## config.mk

```make
export PLATFORM = sky130hd
export DESIGN_NAME = scan_crypt_sched_flat
export DESIGN_NICKNAME = d
export VERILOG_FILES = /design/src/rtl/scan_crypt_sched_if.sv /design/src/rtl/scan_crypt_sched.sv /design/src/flat_wrapper.sv
export SDC_FILE = /design/constraint.sdc
export NUM_CORES = 1
export LEC_CHECK = 0
export ABC_CLOCK_PERIOD_IN_PS = 2900
export CAP_MARGIN = 30
export CORE_UTILIZATION = 53
export CTS_CLUSTER_SIZE = 24
export DETAILED_ROUTE_END_ITERATION = 6
export GPL_ROUTABILITY_DRIVEN = 0
export HOLD_SLACK_MARGIN = 0.12
export PLACE_DENSITY = 0.79
export SLEW_MARGIN = 20
export SYNTH_ARGS = -nofsm -noshare
export SYNTH_HDL_FRONTEND = slang
export SYNTH_SLANG_ARGS = --single-unit
```

## constraint.sdc

```tcl
create_clock -name clk -period 2.9 [get_ports clk]
set_clock_uncertainty 0.1 [all_clocks]
set_input_delay 0.58 -clock clk [delete_from_list [all_inputs] [get_ports clk]]
set_output_delay 0.58 -clock clk [all_outputs]
set_load 0.05 [all_outputs]
```

## src/rtl/scan_crypt_sched_if.sv

```systemverilog
// scan_crypt_sched_if: capture/handoff/drain signals between the scheduler (master) and the SIPO/AES datapath (slave)
//   cap_en     SIPO store enable, one bit per cycle
//   cap_idx    bit position being captured (0 = MSB, bit 127)
//   blk_valid  captured block offered to the AES engine
//   blk_ready  engine accepts the block (transfer when valid & ready)
//   enc_done   engine completion pulse
//   shift_en   ciphertext serial-out enable
interface scan_crypt_sched_if;
    logic       cap_en;
    logic [6:0] cap_idx;
    logic       blk_valid;
    logic       blk_ready;
    logic       enc_done;
    logic       shift_en;
    modport master(output cap_en, cap_idx, blk_valid, shift_en, input blk_ready, enc_done);
    modport slave(input cap_en, cap_idx, blk_valid, shift_en, output blk_ready, enc_done);
endinterface

```

## src/rtl/scan_crypt_sched.sv

```systemverilog
// scan_crypt_sched: sequences capture, AES handoff, encryption wait and drain of one scan block per frame
//   clk, reset   rising-edge clock, synchronous active-high reset
//   start        arms the scheduler from IDLE
//   abort        returns to IDLE on the next cycle from any state
//   continuous   sampled at end of drain: 1 re-arms WAIT, 0 goes IDLE
//   err_clr      clears the sticky timeout error
//   bus          capture/handoff/drain signals (master side)
//   busy         high in every state except IDLE
//   err_timeout  sticky: engine did not complete within ENC_TIMEOUT cycles
//   frame_cnt    completed frames, wraps 255 -> 0
module scan_crypt_sched #(
    parameter int START_DELAY = 289,
    parameter int BLOCK_BITS  = 128,
    parameter int ENC_TIMEOUT = 64
) (
    input  logic                      clk,
    input  logic                      reset,
    input  logic                      start,
    input  logic                      abort,
    input  logic                      continuous,
    input  logic                      err_clr,
    scan_crypt_sched_if.master        bus,
    output logic                      busy,
    output logic                      err_timeout,
    output logic [7:0]                frame_cnt
);
    typedef enum logic [2:0] {IDLE, WAIT, CAPTURE, HANDOFF, ENC, DRAIN} state_t;

    state_t      state, nxt;
    logic [15:0] cnt, cnt_nxt;
    logic [6:0]  idx_nxt;
    logic        tmo, frame_done;

    always_comb begin
        nxt        = state;
        cnt_nxt    = cnt + 16'd1;
        idx_nxt    = 7'd0;
        tmo        = 1'b0;
        frame_done = 1'b0;
        case (state)
            IDLE:    nxt = start ? WAIT : IDLE;
            WAIT:    nxt = (cnt == 16'(START_DELAY - 1)) ? CAPTURE : WAIT;
            CAPTURE: begin
                idx_nxt = bus.cap_idx + 7'd1;
                if (bus.cap_idx == 7'(BLOCK_BITS - 1)) begin
                    nxt     = HANDOFF;
                    idx_nxt = 7'd0;
                end
            end
            HANDOFF: nxt = bus.blk_ready ? ENC : HANDOFF;
            ENC: begin
                // completion on the final allowed cycle still wins over the timeout
                if (bus.enc_done)
                    nxt = DRAIN;
                else if (cnt == 16'(ENC_TIMEOUT - 1)) begin
                    nxt = IDLE;
                    tmo = 1'b1;
                end
            end
            DRAIN: begin
                if (cnt == 16'(BLOCK_BITS - 1)) begin
                    frame_done = 1'b1;
                    nxt        = continuous ? WAIT : IDLE;
                end
            end
            default: nxt = IDLE;
        endcase
        // one shared counter, restarted on every state change
        if (nxt != state)
            cnt_nxt = 16'd0;
        if (abort) begin
            nxt        = IDLE;
            cnt_nxt    = 16'd0;
            idx_nxt    = 7'd0;
            tmo        = 1'b0;
            frame_done = 1'b0;
        end
    end

    // outputs are registered from the next state so they line up with the state register
    always_ff @(posedge clk) begin
        if (reset) begin
            state         <= IDLE;
            cnt           <= 16'd0;
            bus.cap_idx   <= 7'd0;
            bus.cap_en    <= 1'b0;
            bus.blk_valid <= 1'b0;
            bus.shift_en  <= 1'b0;
            busy          <= 1'b0;
            err_timeout   <= 1'b0;
            frame_cnt     <= 8'd0;
        end else begin
            state         <= nxt;
            cnt           <= cnt_nxt;
            bus.cap_idx   <= idx_nxt;
            bus.cap_en    <= nxt == CAPTURE;
            bus.blk_valid <= nxt == HANDOFF;
            bus.shift_en  <= nxt == DRAIN;
            busy          <= nxt != IDLE;
            err_timeout   <= tmo | (err_timeout & ~err_clr);
            frame_cnt     <= frame_cnt + {7'd0, frame_done};
        end
    end
endmodule

```

## src/flat_wrapper.sv

```systemverilog
// flat-port wrapper written by rule: the top's interface ports become plain ports
module scan_crypt_sched_flat 
#(
    parameter int START_DELAY = 289,
    parameter int BLOCK_BITS  = 128,
    parameter int ENC_TIMEOUT = 64
)
  (clk, reset, start, abort, continuous, err_clr, busy, err_timeout, frame_cnt, bus_cap_en, bus_cap_idx, bus_blk_valid, bus_shift_en, bus_blk_ready, bus_enc_done);
  scan_crypt_sched_if bus_i ();
  input  logic clk;
  input  logic reset;
  input  logic start;
  input  logic abort;
  input  logic continuous;
  input  logic err_clr;
  output logic busy;
  output logic err_timeout;
  output logic [7:0] frame_cnt;
  output wire logic [$bits(bus_i.cap_en)-1:0] bus_cap_en;
  output wire logic [$bits(bus_i.cap_idx)-1:0] bus_cap_idx;
  output wire logic [$bits(bus_i.blk_valid)-1:0] bus_blk_valid;
  output wire logic [$bits(bus_i.shift_en)-1:0] bus_shift_en;
  input wire logic [$bits(bus_i.blk_ready)-1:0] bus_blk_ready;
  input wire logic [$bits(bus_i.enc_done)-1:0] bus_enc_done;
  assign bus_cap_en = bus_i.cap_en;
  assign bus_cap_idx = bus_i.cap_idx;
  assign bus_blk_valid = bus_i.blk_valid;
  assign bus_shift_en = bus_i.shift_en;
  assign bus_i.blk_ready = bus_blk_ready;
  assign bus_i.enc_done = bus_enc_done;
  scan_crypt_sched #(.START_DELAY(START_DELAY), .BLOCK_BITS(BLOCK_BITS), .ENC_TIMEOUT(ENC_TIMEOUT)) u_core (.clk(clk), .reset(reset), .start(start), .abort(abort), .continuous(continuous), .err_clr(err_clr), .bus(bus_i), .busy(busy), .err_timeout(err_timeout), .frame_cnt(frame_cnt));
endmodule
```

Yosys cells after proc, flatten, opt, wreduce, memory -nomap -nowiden --
Cells that the tools add are included.
Storage, ports and cells: flip-flop bits (word level) 39, input bits 8
Operators by class: bitwise gates (word level) 4, equality and inequality tests 13, reduce and logical (&&, ||, !) cells 4, muxes and demuxes 17, $add $sub $neg 3
Operator list (number):
- 3-bit 2-to-1 mux | 6
- 3-bit one-hot mux with 6 select lines | 1
- 16-bit by 1-bit adder with 16-bit output (second input constant) | 1
- 16-bit by 6-bit == test with 1-bit output (second input constant) | 1
- 16-bit by 7-bit == test with 1-bit output (second input constant) | 1
- 16-bit by 9-bit == test with 1-bit output (second input constant) | 1
- 3-bit by 2-bit == test with 1-bit output (second input constant) | 4
- 3-bit == test (second input constant) | 3
- 1-bit 2-to-1 mux | 9
- 8-bit by 1-bit adder with 8-bit output | 1
- 7-bit by 1-bit adder with 7-bit output (second input constant) | 1
- 7-bit == test (second input constant) | 1
- 4-bit OR reduction | 1
- 3-bit by 1-bit == test with 1-bit output (second input constant) | 1
- 3-bit logical NOT | 1
- 3-bit != test | 1
- 3-bit nonzero test | 1
- 3-bit OR reduction | 1
- 2-bit 2-to-1 mux | 1
- 1-bit NOT | 2
- 1-bit AND | 1
- 1-bit bitwise OR | 1

Logic depth before layout (Yosys ltp) --
Gate-level depths: netlist (run 1).
depth in word-level cells 6, depth in mapped cells 9

Least setup slack after synthesis (run 1) --
No wires, ideal clock.
kind reg2reg, from register u_core.cnt[7], to register u_core.frame_cnt[5], stages on the path, launching flop included 10, arrival 1.874 ns, setup slack 0.798 ns, library setup time 0.128 ns, buffers on the path 0, cell sequence dfxtp_1 -> nor4_4 -> nand2_1 -> nor4_1 -> and3_1 -> ha_1 -> and3_1 -> nand3_1 -> xor2_1 -> nor2_1
On the way: longest elaborated chain between the ends 5
Ends and longest elaborated chain:
- start, declared | RTL line scan_crypt_sched.sv:30 | logic [15:0] cnt, cnt_nxt;
- start signal, assigned | RTL line scan_crypt_sched.sv:94 | cnt <= cnt_nxt;
- 16-bit by 7-bit == test with 1-bit output | RTL line scan_crypt_sched.sv:61 | if (cnt == 16'(BLOCK_BITS - 1)) begin
- 1-bit 2-to-1 mux | RTL line scan_crypt_sched.sv:61
- 1-bit 2-to-1 mux | RTL line scan_crypt_sched.sv:40 | case (state)
- 1-bit 2-to-1 mux | RTL line scan_crypt_sched.sv:71 | if (abort) begin
- 8-bit by 1-bit adder with 8-bit output | RTL line scan_crypt_sched.sv:101 | frame_cnt <= frame_cnt + {7'd0, frame_done};
- end signal, assigned | RTL line scan_crypt_sched.sv:101
- end, declared | RTL line scan_crypt_sched.sv:25 | output logic [7:0] frame_cnt
No other way between the ends. A chain may end at the register's enable or synchronous reset.

Worst setup path in the final report (run 1) --
from register u_core.cnt[7], to register u_core.frame_cnt[7]
Same word-level chain as after synthesis.

==> out/metrics.cfg, run 1 <==
[finish]
layout.cells.non_filler = 275
synthToLayoutAreaGrowth_pct = 19.48
num_antenna_cells = 0
layout_commonest_cell = dfxtp_1
fin_nets = 243
layout_common_cells = dfxtp_1 (39), nor2_1 (30), clkdlybuf4s50_1 (27)
drive_gt1_share_pct = 9.524

[detailed_routing]
post_drt_via_cell_ratio = 5.385
wirelength_um = 3547
drtIter0Drc = 38
ant_nets = 0
drc = 0
wl_per_cell_um = 12.90
dr_total_vias = 1481
first_pass_iters = 4

[critical_path]
cp-start-kind = flop
cp-startpoint = u_core.cnt[7]
cp_max_fo = 6
cp_data_required_time_ns = 3.05
crit_slowest_cell = nor4_4
cp_cell_sequence = nor4_4 > nand2_1 > nor4_1 > and3_1 > ha_1 > and3_1 > nand3_1 > xor2_1 > nor2_1
crit_family = simple AND/OR/NAND/NOR gates
critPathArrivalTime_ns = 2.47
cp_num_buf_inv = 0
worstSetupPathType = reg2reg
ff2ff_setup_slack_ns = 0.58
critical_path.max_stage_delay_ns = 0.41
rr_startpoint = u_core.cnt[7]
cpMostUsedCell = and3_1
end_kind = flop

[synthesis]
synthFlopType = dfxtp_1
yosys_warnings = 0
synth_cell_types = 38
netlist.area_leader.share_pct = 43.09
avgSynthCellArea_sq_um = 9.059
synth_edf_count = 0
yosys.area.top_type = dfxtp_1
yosysSeqAreaShare_pct = 43.09
syn_nets = 213
syn_area_sq_um = 1812
synth_seq_cells = 39
synthArstFlopShare_pct = 0
synthCells = 200
netlist_top_cells_area = dfxtp_1 (43%), xor2_1 (7.7%), nor2_1 (6.2%)

[placement]
placed_cells = 267
dpl.hpwl_um = 2698
dp_slack_ns = 0.3285
port-buffer-count = 27

[cts]
post_cts_resized = 0
cts_root_buf = clkbuf_4
ctsHoldBuffers = 0
clk_path_buf_depth = 2
clk_pin_slew_worst_paths_ns = 0.11
clkSinkCount = 39
insertion_delay_ns = 0.35
cts_setup_buffers = 0
cts.htree.levels = 2
cts_buffers = 5
cts_tree = built

[floorplan]
dieHeight_um = 60.47
ios = 28
start_util_pct = 57.46
core_sq_um = 3153
chipWidth_um = 60.47
rows = 20
die_area_sq_um = 3656

[global_routing]
grt_pass1_wl_um = 5637
antenna_found_initial = 0
grt_use_total_pct = 20.98
grt_max_degree = 17
grt_util_met3_pct = 6.183
met2_usage_pct = 35.32
use_met1_pct = 25.00
gr-total-overflow = 0
grt_busiest_layer = met2
grt_pass1_vias = 1297

[timing]
fin_crit_sh_pct = 79.87
fin_tns_setup_ns = 0
relSlewSlack_pct = 66.20
max_freq_mhz = 431.8
setup_ws_ns = 0.5839
worst_pin_slew_ns = 0.5054
hold_ws_ns = 0.3958
rsz0062_at_grt = false
drv_slew = 0
hold_viol = 0
setup_viol = 0
period_needed_ns = 2.316

[power]
p_per_area_nw_per_um2 = 392.0
ir_drop_mv = 0.3198
cellLeakagePower_nw = 0.7856

[hold_path]
min_from = u_core.bus.cap_idx[0]
hold_class = reg2reg

[job]
max_cap_violations = 0

[run_status]
run_status = completed

[kinds of logic after synthesis]
kind of cell               count (synthesis)  share of synthesized area [%]
AOI/OAI and AO/OA                         18                          7.805
adders and majority gates                  5                          3.453
DFF                                       39                          43.09
buffers and inverters                     14                          3.729
xor gates and xnor gates                  24                          11.60
and+or+nand+nor                          100                          30.32
[power by group]
group	switching, mW	leakage, nW	internal [mW]
combinational	0.0222	0.442	0.0191
clock	0.171	0.0293	0.0945
sequential	0.00356	0.314	0.538
[Yosys cell counts, drive strengths merged (2+ instances only)]
cell     n
nor2    40
dfxtp   39
xor2    16
nand2   15
nand3   10
nand4    9
inv      8
xnor2    8
and3     5
ha       5
nor2b    5
o21ai    5
buf      4
nor3     4
nor4     4
a21oi    2
a31oi    2
and4b    2
clkbuf   2
[through the flow]
stage | utilization [%] | area (sq um) | total power, mW
after CTS | 68.65 | 2165 | 0.8506
after detailed placement | 67.06 | 2115 | 0.5946
after global routing | 68.65 | 2165 | 0.8790
final | 68.65 | 2165 | 0.8485
after global placement | 67.06 | 2115 | 0.5936
after floorplan | - | 1812 | 0.5775
[routing by layer]
layer  share of wire (%)  wire, um
met5                   0         0
met4                 1.5        52
met1                  45      1585
met2                  48      1720
met3                 5.3       188
[worst paths after layout]
path,to,cells past startpoint
hold reg to reg,u_core.bus.cap_idx[0],1
setup reg to reg,u_core.frame_cnt[7],9
setup / recovery,u_core.frame_cnt[7],9
hold / removal,u_core.bus.cap_idx[0],1
[cell type report]
type | instances | area (sq um)
Sequential cell | 39 | 780.7
Clock buffer | 7 | 45.04
Clock inverter | 1 | 5.005
Fill cell | 276 | 988.4
Timing Repair Buffer | 29 | 285.3
Tap cell | 44 | 55.05
Inverter | 8 | 30.03
Multi-Input combinational cell | 147 | 963.4
[flip-flops by register name (all words and copies together), names as in the netlist]
name / cells
u_core.frame_cnt: 8
u_core.bus.cap_idx: 7
u_core.state: 3
u_core.bus.shift_en: 1
u_core.cnt: 16
u_core.bus.cap_en: 1
u_core.busy: 1
u_core.bus.blk_valid: 1
u_core.err_timeout: 1
No activity file was read; power rests on OpenSTA's default activity.
==> inputs of run 2 (changes only) <==
ABC_CLOCK_PERIOD_IN_PS = 2270   (was 2900)
clock period = 2.27 ns   (was 2.9 ns; I/O delays follow)
==> out/metrics.cfg, run 2 (synthesis results as in run 1) <==
[run_status]
run_status = completed

[floorplan]
rows = 20  ; unchanged
ios = 28  ; unchanged
dieHeight_um = 60.47  ; unchanged
die_area_sq_um = 3656  ; unchanged
core_sq_um = 3153  ; unchanged
start_util_pct = 57.46  ; unchanged
chipWidth_um = 60.47  ; unchanged

[critical_path]
cp-start-kind = flop
cp_num_buf_inv = 1  ; +1
critPathArrivalTime_ns = 1.62  ; -0.85 ns
crit_slowest_cell = clkdlybuf4s50_1
crit_family = buffers and inverters
worstSetupPathType = reg2out
rr_startpoint = u_core.cnt[0]
crit-reg2reg-capture = u_core.frame_cnt[6]
cp_max_fo = 5  ; -1
end_kind = primary output
r2r_cells = 9  ; unchanged
cp_cell_sequence = clkdlybuf4s50_1
cp_data_required_time_ns = 1.72  ; -1.33 ns
ff2ff_setup_slack_ns = 0.19  ; -0.39 ns
critical_path.max_stage_delay_ns = 0.84  ; +0.43 ns

[hold_path]
hold_depth = 1  ; unchanged
min_from = u_core.cnt[0]
hold_class = reg2reg
hold_path_end = u_core.cnt[0]

[placement]
dp_slack_ns = -0.09885  ; -0.4273 ns
place_area_sq_um = 2217  ; +4.9%
dpl.hpwl_um = 2832  ; +5.0%
placed_cells = 279  ; +4.5%
port-buffer-count = 27  ; unchanged

[finish]
fin_util_pct = 73.10  ; +4.4 points
top_register = u_core.cnt
layout_commonest_cell = dfxtp_1
synthToLayoutAreaGrowth_pct = 27.21
drive_gt1_share_pct = 16.12  ; +6.6 points
layout.cells.non_filler = 286  ; +4.0%
multi_input_area_sq_um = 977.2  ; +1.4%
num_antenna_cells = 0  ; unchanged
largestRegisters = u_core.cnt (16), u_core.frame_cnt (8), u_core.bus.cap_idx (7)
ff_latch_area_sq_um = 783.3  ; +0.32%
fillers = 269  ; -2.5%
largest_reg_flops = 16  ; unchanged
layout_common_cells = dfxtp_1 (37), nor2_1 (30), clkdlybuf4s50_1 (27)
fin_nets = 255  ; +4.9%
post-route-cell-area_sq_um = 2305  ; +6.5%

[cts]
ctsHoldBuffers = 0  ; unchanged
clkSinkCount = 39  ; unchanged
clk_path_buf_depth = 2  ; unchanged
clk_pin_slew_worst_paths_ns = 0.11  ; about the same
insertion_delay_ns = 0.34  ; about the same
cts_root_buf = clkbuf_4
cts.htree.levels = 2  ; unchanged
post_cts_resized = 0  ; unchanged
cts_buffers = 5  ; unchanged
cts_setup_buffers = 0  ; unchanged
cts_tree = built

[timing]
relSlewSlack_pct = 65.78  ; -0.42 points
setup_viol = 0  ; unchanged
fin_crit_sh_pct = 95.81
max_freq_mhz = 459.8
period_needed_ns = 2.175
worst_pin_slew_ns = 0.5117  ; +0.006300 ns
drv_slew = 0  ; unchanged
hold_viol = 0  ; unchanged
setup_ws_ns = 0.09507  ; -0.4888 ns

[global_routing]
grt_pass1_vias = 1493  ; +15%
gr-total-overflow = 0  ; unchanged
grt_max_degree = 17  ; unchanged
grt_use_total_pct = 23.19  ; +2.2 points
antenna_found_initial = 0  ; unchanged
grt_pass1_wl_um = 6292  ; +12%

[job]
max_cap_violations = 0  ; unchanged

[detailed_routing]
post_drt_via_cell_ratio = 5.378  ; -0.15%
dr_total_vias = 1538  ; +3.8%
wl_per_cell_um = 13.38  ; +3.7%
drtIter0Drc = 44  ; +16%
ant_nets = 0  ; unchanged
first_pass_iters = 5  ; +1
wirelength_um = 3827  ; +7.9%
drc = 0  ; unchanged

[power]
p_per_area_nw_per_um2 = 516.4  ; +32%
cellLeakagePower_nw = 0.8553  ; +8.9%
ir_drop_mv = 0.4556  ; +42%

[run 2: worst max path at each step]
stage	slack, ns	to	from	cells after the start
floorplan	0.17	u_core.frame_cnt[5]	u_core.cnt[7]	9
global placement	-0.08	u_core.frame_cnt[5]	abort	8
detailed placement	-0.1	u_core.cnt[6]	bus_enc_done	7
CTS	0.09	frame_cnt[2]	u_core.frame_cnt[2]	1
global route	-0.01	u_core.frame_cnt[4]	u_core.cnt[0]	9
finish	0.1	frame_cnt[2]	u_core.frame_cnt[2]	1
[run 2: report_power, final]
part	leakage [nW]	internal (mW)	switching (mW)
combinational	0.502	0.0301	0.0321
sequential	0.315	0.687	0.00280
clock	0.0383	0.227	0.211
total	0.855	0.944	0.246
[run 2: final cells by class]
type	instances	area share, %
multi-input cells	147	42.40
flip-flops and latches	39	33.98
repair buffers	41	16.83
well taps	44	2.389
clock buffers	6	1.792
clock inverters	1	1.303
inverters	8	1.303
[run 2: per-layer routing]
metal / global-route usage, % / share of wire [%] / up-vias
li1: - / - / 765
met1: 26.52 / 43 / 736
met2: 40.82 / 52 / 31
met3: 7.036 / 4.0 / 6
met4: 8.442 / 1.3 / 0
met5: 0 / 0 / -
[run 2: through the flow]
stage               total power, mW  hold WS (ns)  setup TNS [ns]
global route                  1.236        0.3885        -0.01186
CTS                           1.193        0.3833               0
global placement             0.7654        0.3449         -0.3767
finish                        1.190        0.3529               0
floorplan                    0.7377        0.3465               0
detailed placement           0.7670        0.3584          -1.727
==> inputs of run 3 (changes only) <==
ABC_CLOCK_PERIOD_IN_PS = 2800   (was 2270)
CORE_UTILIZATION = 57   (was 53)
PLACE_DENSITY = 0.84   (was 0.79)
clock period = 2.8 ns   (was 2.27 ns; I/O delays follow)
==> out/metrics.cfg, run 3 (synthesis results as in run 1) <==
[timing]
fin_crit_sh_pct = 81.30
period_needed_ns = 2.276
setup_viol = 0  ; unchanged
fin_tns_setup_ns = 0  ; unchanged
max_freq_mhz = 439.3
hold_viol = 0  ; unchanged
relSlewSlack_pct = 66.13  ; +0.35 points
rsz0062_at_grt = false
worst_pin_slew_ns = 0.5064  ; -0.005275 ns
drv_slew = 0  ; unchanged

[detailed_routing]
drc = 0  ; unchanged
post_drt_via_cell_ratio = 5.389  ; +0.21%
wirelength_um = 3444  ; -10%
first_pass_iters = 4  ; -1
dr_total_vias = 1482  ; -3.6%
ant_nets = 0  ; unchanged
wl_per_cell_um = 12.52  ; -6.4%
drtIter0Drc = 58  ; +32%

[power]
cellLeakagePower_nw = 0.8008  ; -6.4%
ir_drop_mv = 0.3034  ; -33%
p_per_area_nw_per_um2 = 422.1  ; -18%

[global_routing]
gr-total-overflow = 0  ; unchanged
grt_pass1_vias = 1349  ; -9.6%
grt_max_degree = 17  ; unchanged
grt_pass1_wl_um = 5871  ; -6.7%
grt_use_total_pct = 22.97  ; -0.22 points
antenna_found_initial = 0  ; unchanged

[finish]
multi_input_area_sq_um = 963.4  ; -1.4%
ff_latch_area_sq_um = 780.7  ; -0.32%
layout_common_cells = dfxtp_1 (39), nor2_1 (30), clkdlybuf4s50_1 (27)
fin_nets = 243  ; -4.7%
largestRegisters = u_core.cnt (16), u_core.frame_cnt (8), u_core.bus.cap_idx (7)
top_register = u_core.cnt
synthToLayoutAreaGrowth_pct = 21.20
drive_gt1_share_pct = 9.957  ; -6.2 points
layout_commonest_cell = dfxtp_1
num_antenna_cells = 0  ; unchanged
layout.cells.non_filler = 275  ; -3.8%
largest_reg_flops = 16  ; unchanged
fillers = 226  ; -16%

[critical_path]
crit_slowest_cell = clkdlybuf4s50_1
cp_num_buf_inv = 1  ; unchanged
end_kind = primary output
worstSetupPathType = reg2out
cp_cell_sequence = clkdlybuf4s50_1
cp_max_fo = 5  ; unchanged
cp_data_required_time_ns = 2.14  ; +0.42 ns
critical_path.max_stage_delay_ns = 0.84  ; about the same
critPathArrivalTime_ns = 1.62  ; about the same
cp-start-kind = flop
crit_family = buffers and inverters

[run_status]
run_status = completed

[cts]
cts_tree = built
clkSinkCount = 39  ; unchanged
ctsHoldBuffers = 0  ; unchanged
clk_path_buf_depth = 2  ; unchanged
cts_setup_buffers = 0  ; unchanged
clk_pin_slew_worst_paths_ns = 0.11  ; about the same
cts_buffers = 5  ; unchanged
cts_root_buf = clkbuf_4
post_cts_resized = 0  ; unchanged
insertion_delay_ns = 0.35  ; about the same
cts.htree.levels = 2  ; unchanged

[floorplan]
ios = 28  ; unchanged
start_util_pct = 59.83  ; +2.4 points
rows = 20  ; unchanged
core_sq_um = 3028  ; -4.0%
dieHeight_um = 58.38  ; -3.4%
chipWidth_um = 58.38  ; -3.4%
die_area_sq_um = 3408  ; -6.8%

[placement]
placed_cells = 267  ; -4.3%
port-buffer-count = 27  ; unchanged
dpl.hpwl_um = 2566  ; -9.4%

[job]
max_cap_violations = 0  ; unchanged

[hold_path]
hold_class = reg2reg

## run 3: changes by cell type in the layout (fill, tap and decap cells not counted), sizes merged
cell / before / now
buf: 14 / 2
clkbuf: 6 / 8
bufinv: 1 / 0
## run 3: per-layer routing
| metal | vias up | share of wire [%] | track usage [%] |
|---|---|---|---|
| li1 | 744 | - | - |
| met1 | 690 | 44 | 26.77 |
| met2 | 42 | 48 | 39.08 |
| met3 | 6 | 6.0 | 7.033 |
| met4 | 0 | 1.7 | 9.864 |
| met5 | - | 0 | 0 |
## run 3: layout make-up
type / instances / area share, %
multi-input cells: 147 / 43.87
flip-flops and latches: 39 / 35.56
repair buffers: 29 / 13.56
clock buffers: 8 / 3.134
well taps: 44 / 2.507
inverters: 8 / 1.368
## run 3: power breakdown
group,internal (mW),switching [mW],total [mW]
Clock,0.148,0.173,0.321
Sequential,0.557,0.00373,0.561
Combinational,0.0217,0.0233,0.0450
Total,0.726,0.200,0.927
## run 3: worst paths after layout
kind                           end                   from  depth (start not counted)  slack (ns)
max                   frame_cnt[3]    u_core.frame_cnt[3]                          1        0.52
min          u_core.bus.cap_idx[0]  u_core.bus.cap_idx[0]                          1        0.39
max reg2reg    u_core.frame_cnt[5]          u_core.cnt[7]                          9        0.52
min reg2reg  u_core.bus.cap_idx[0]  u_core.bus.cap_idx[0]                          1        0.39
## run 3: stage by stage
stage / utilization, % / hold WS, ns / area [sq um] / setup WS [ns] / power [mW]
6_report: 72.52 / 0.3860 / 2196 / 0.5236 / 0.9268
5_1_grt: 72.52 / 0.4274 / 2196 / 0.1975 / 0.9631
4_1_cts: 72.52 / 0.3879 / 2196 / 0.4998 / 0.9393
3_5_place_dp: 70.25 / 0.3597 / 2127 / 0.2753 / 0.6180
3_3_place_gp: 70.25 / 0.3436 / 2127 / 0.3488 / 0.6170
2_1_floorplan: - / 0.3465 / 1812 / 0.6982 / 0.5981
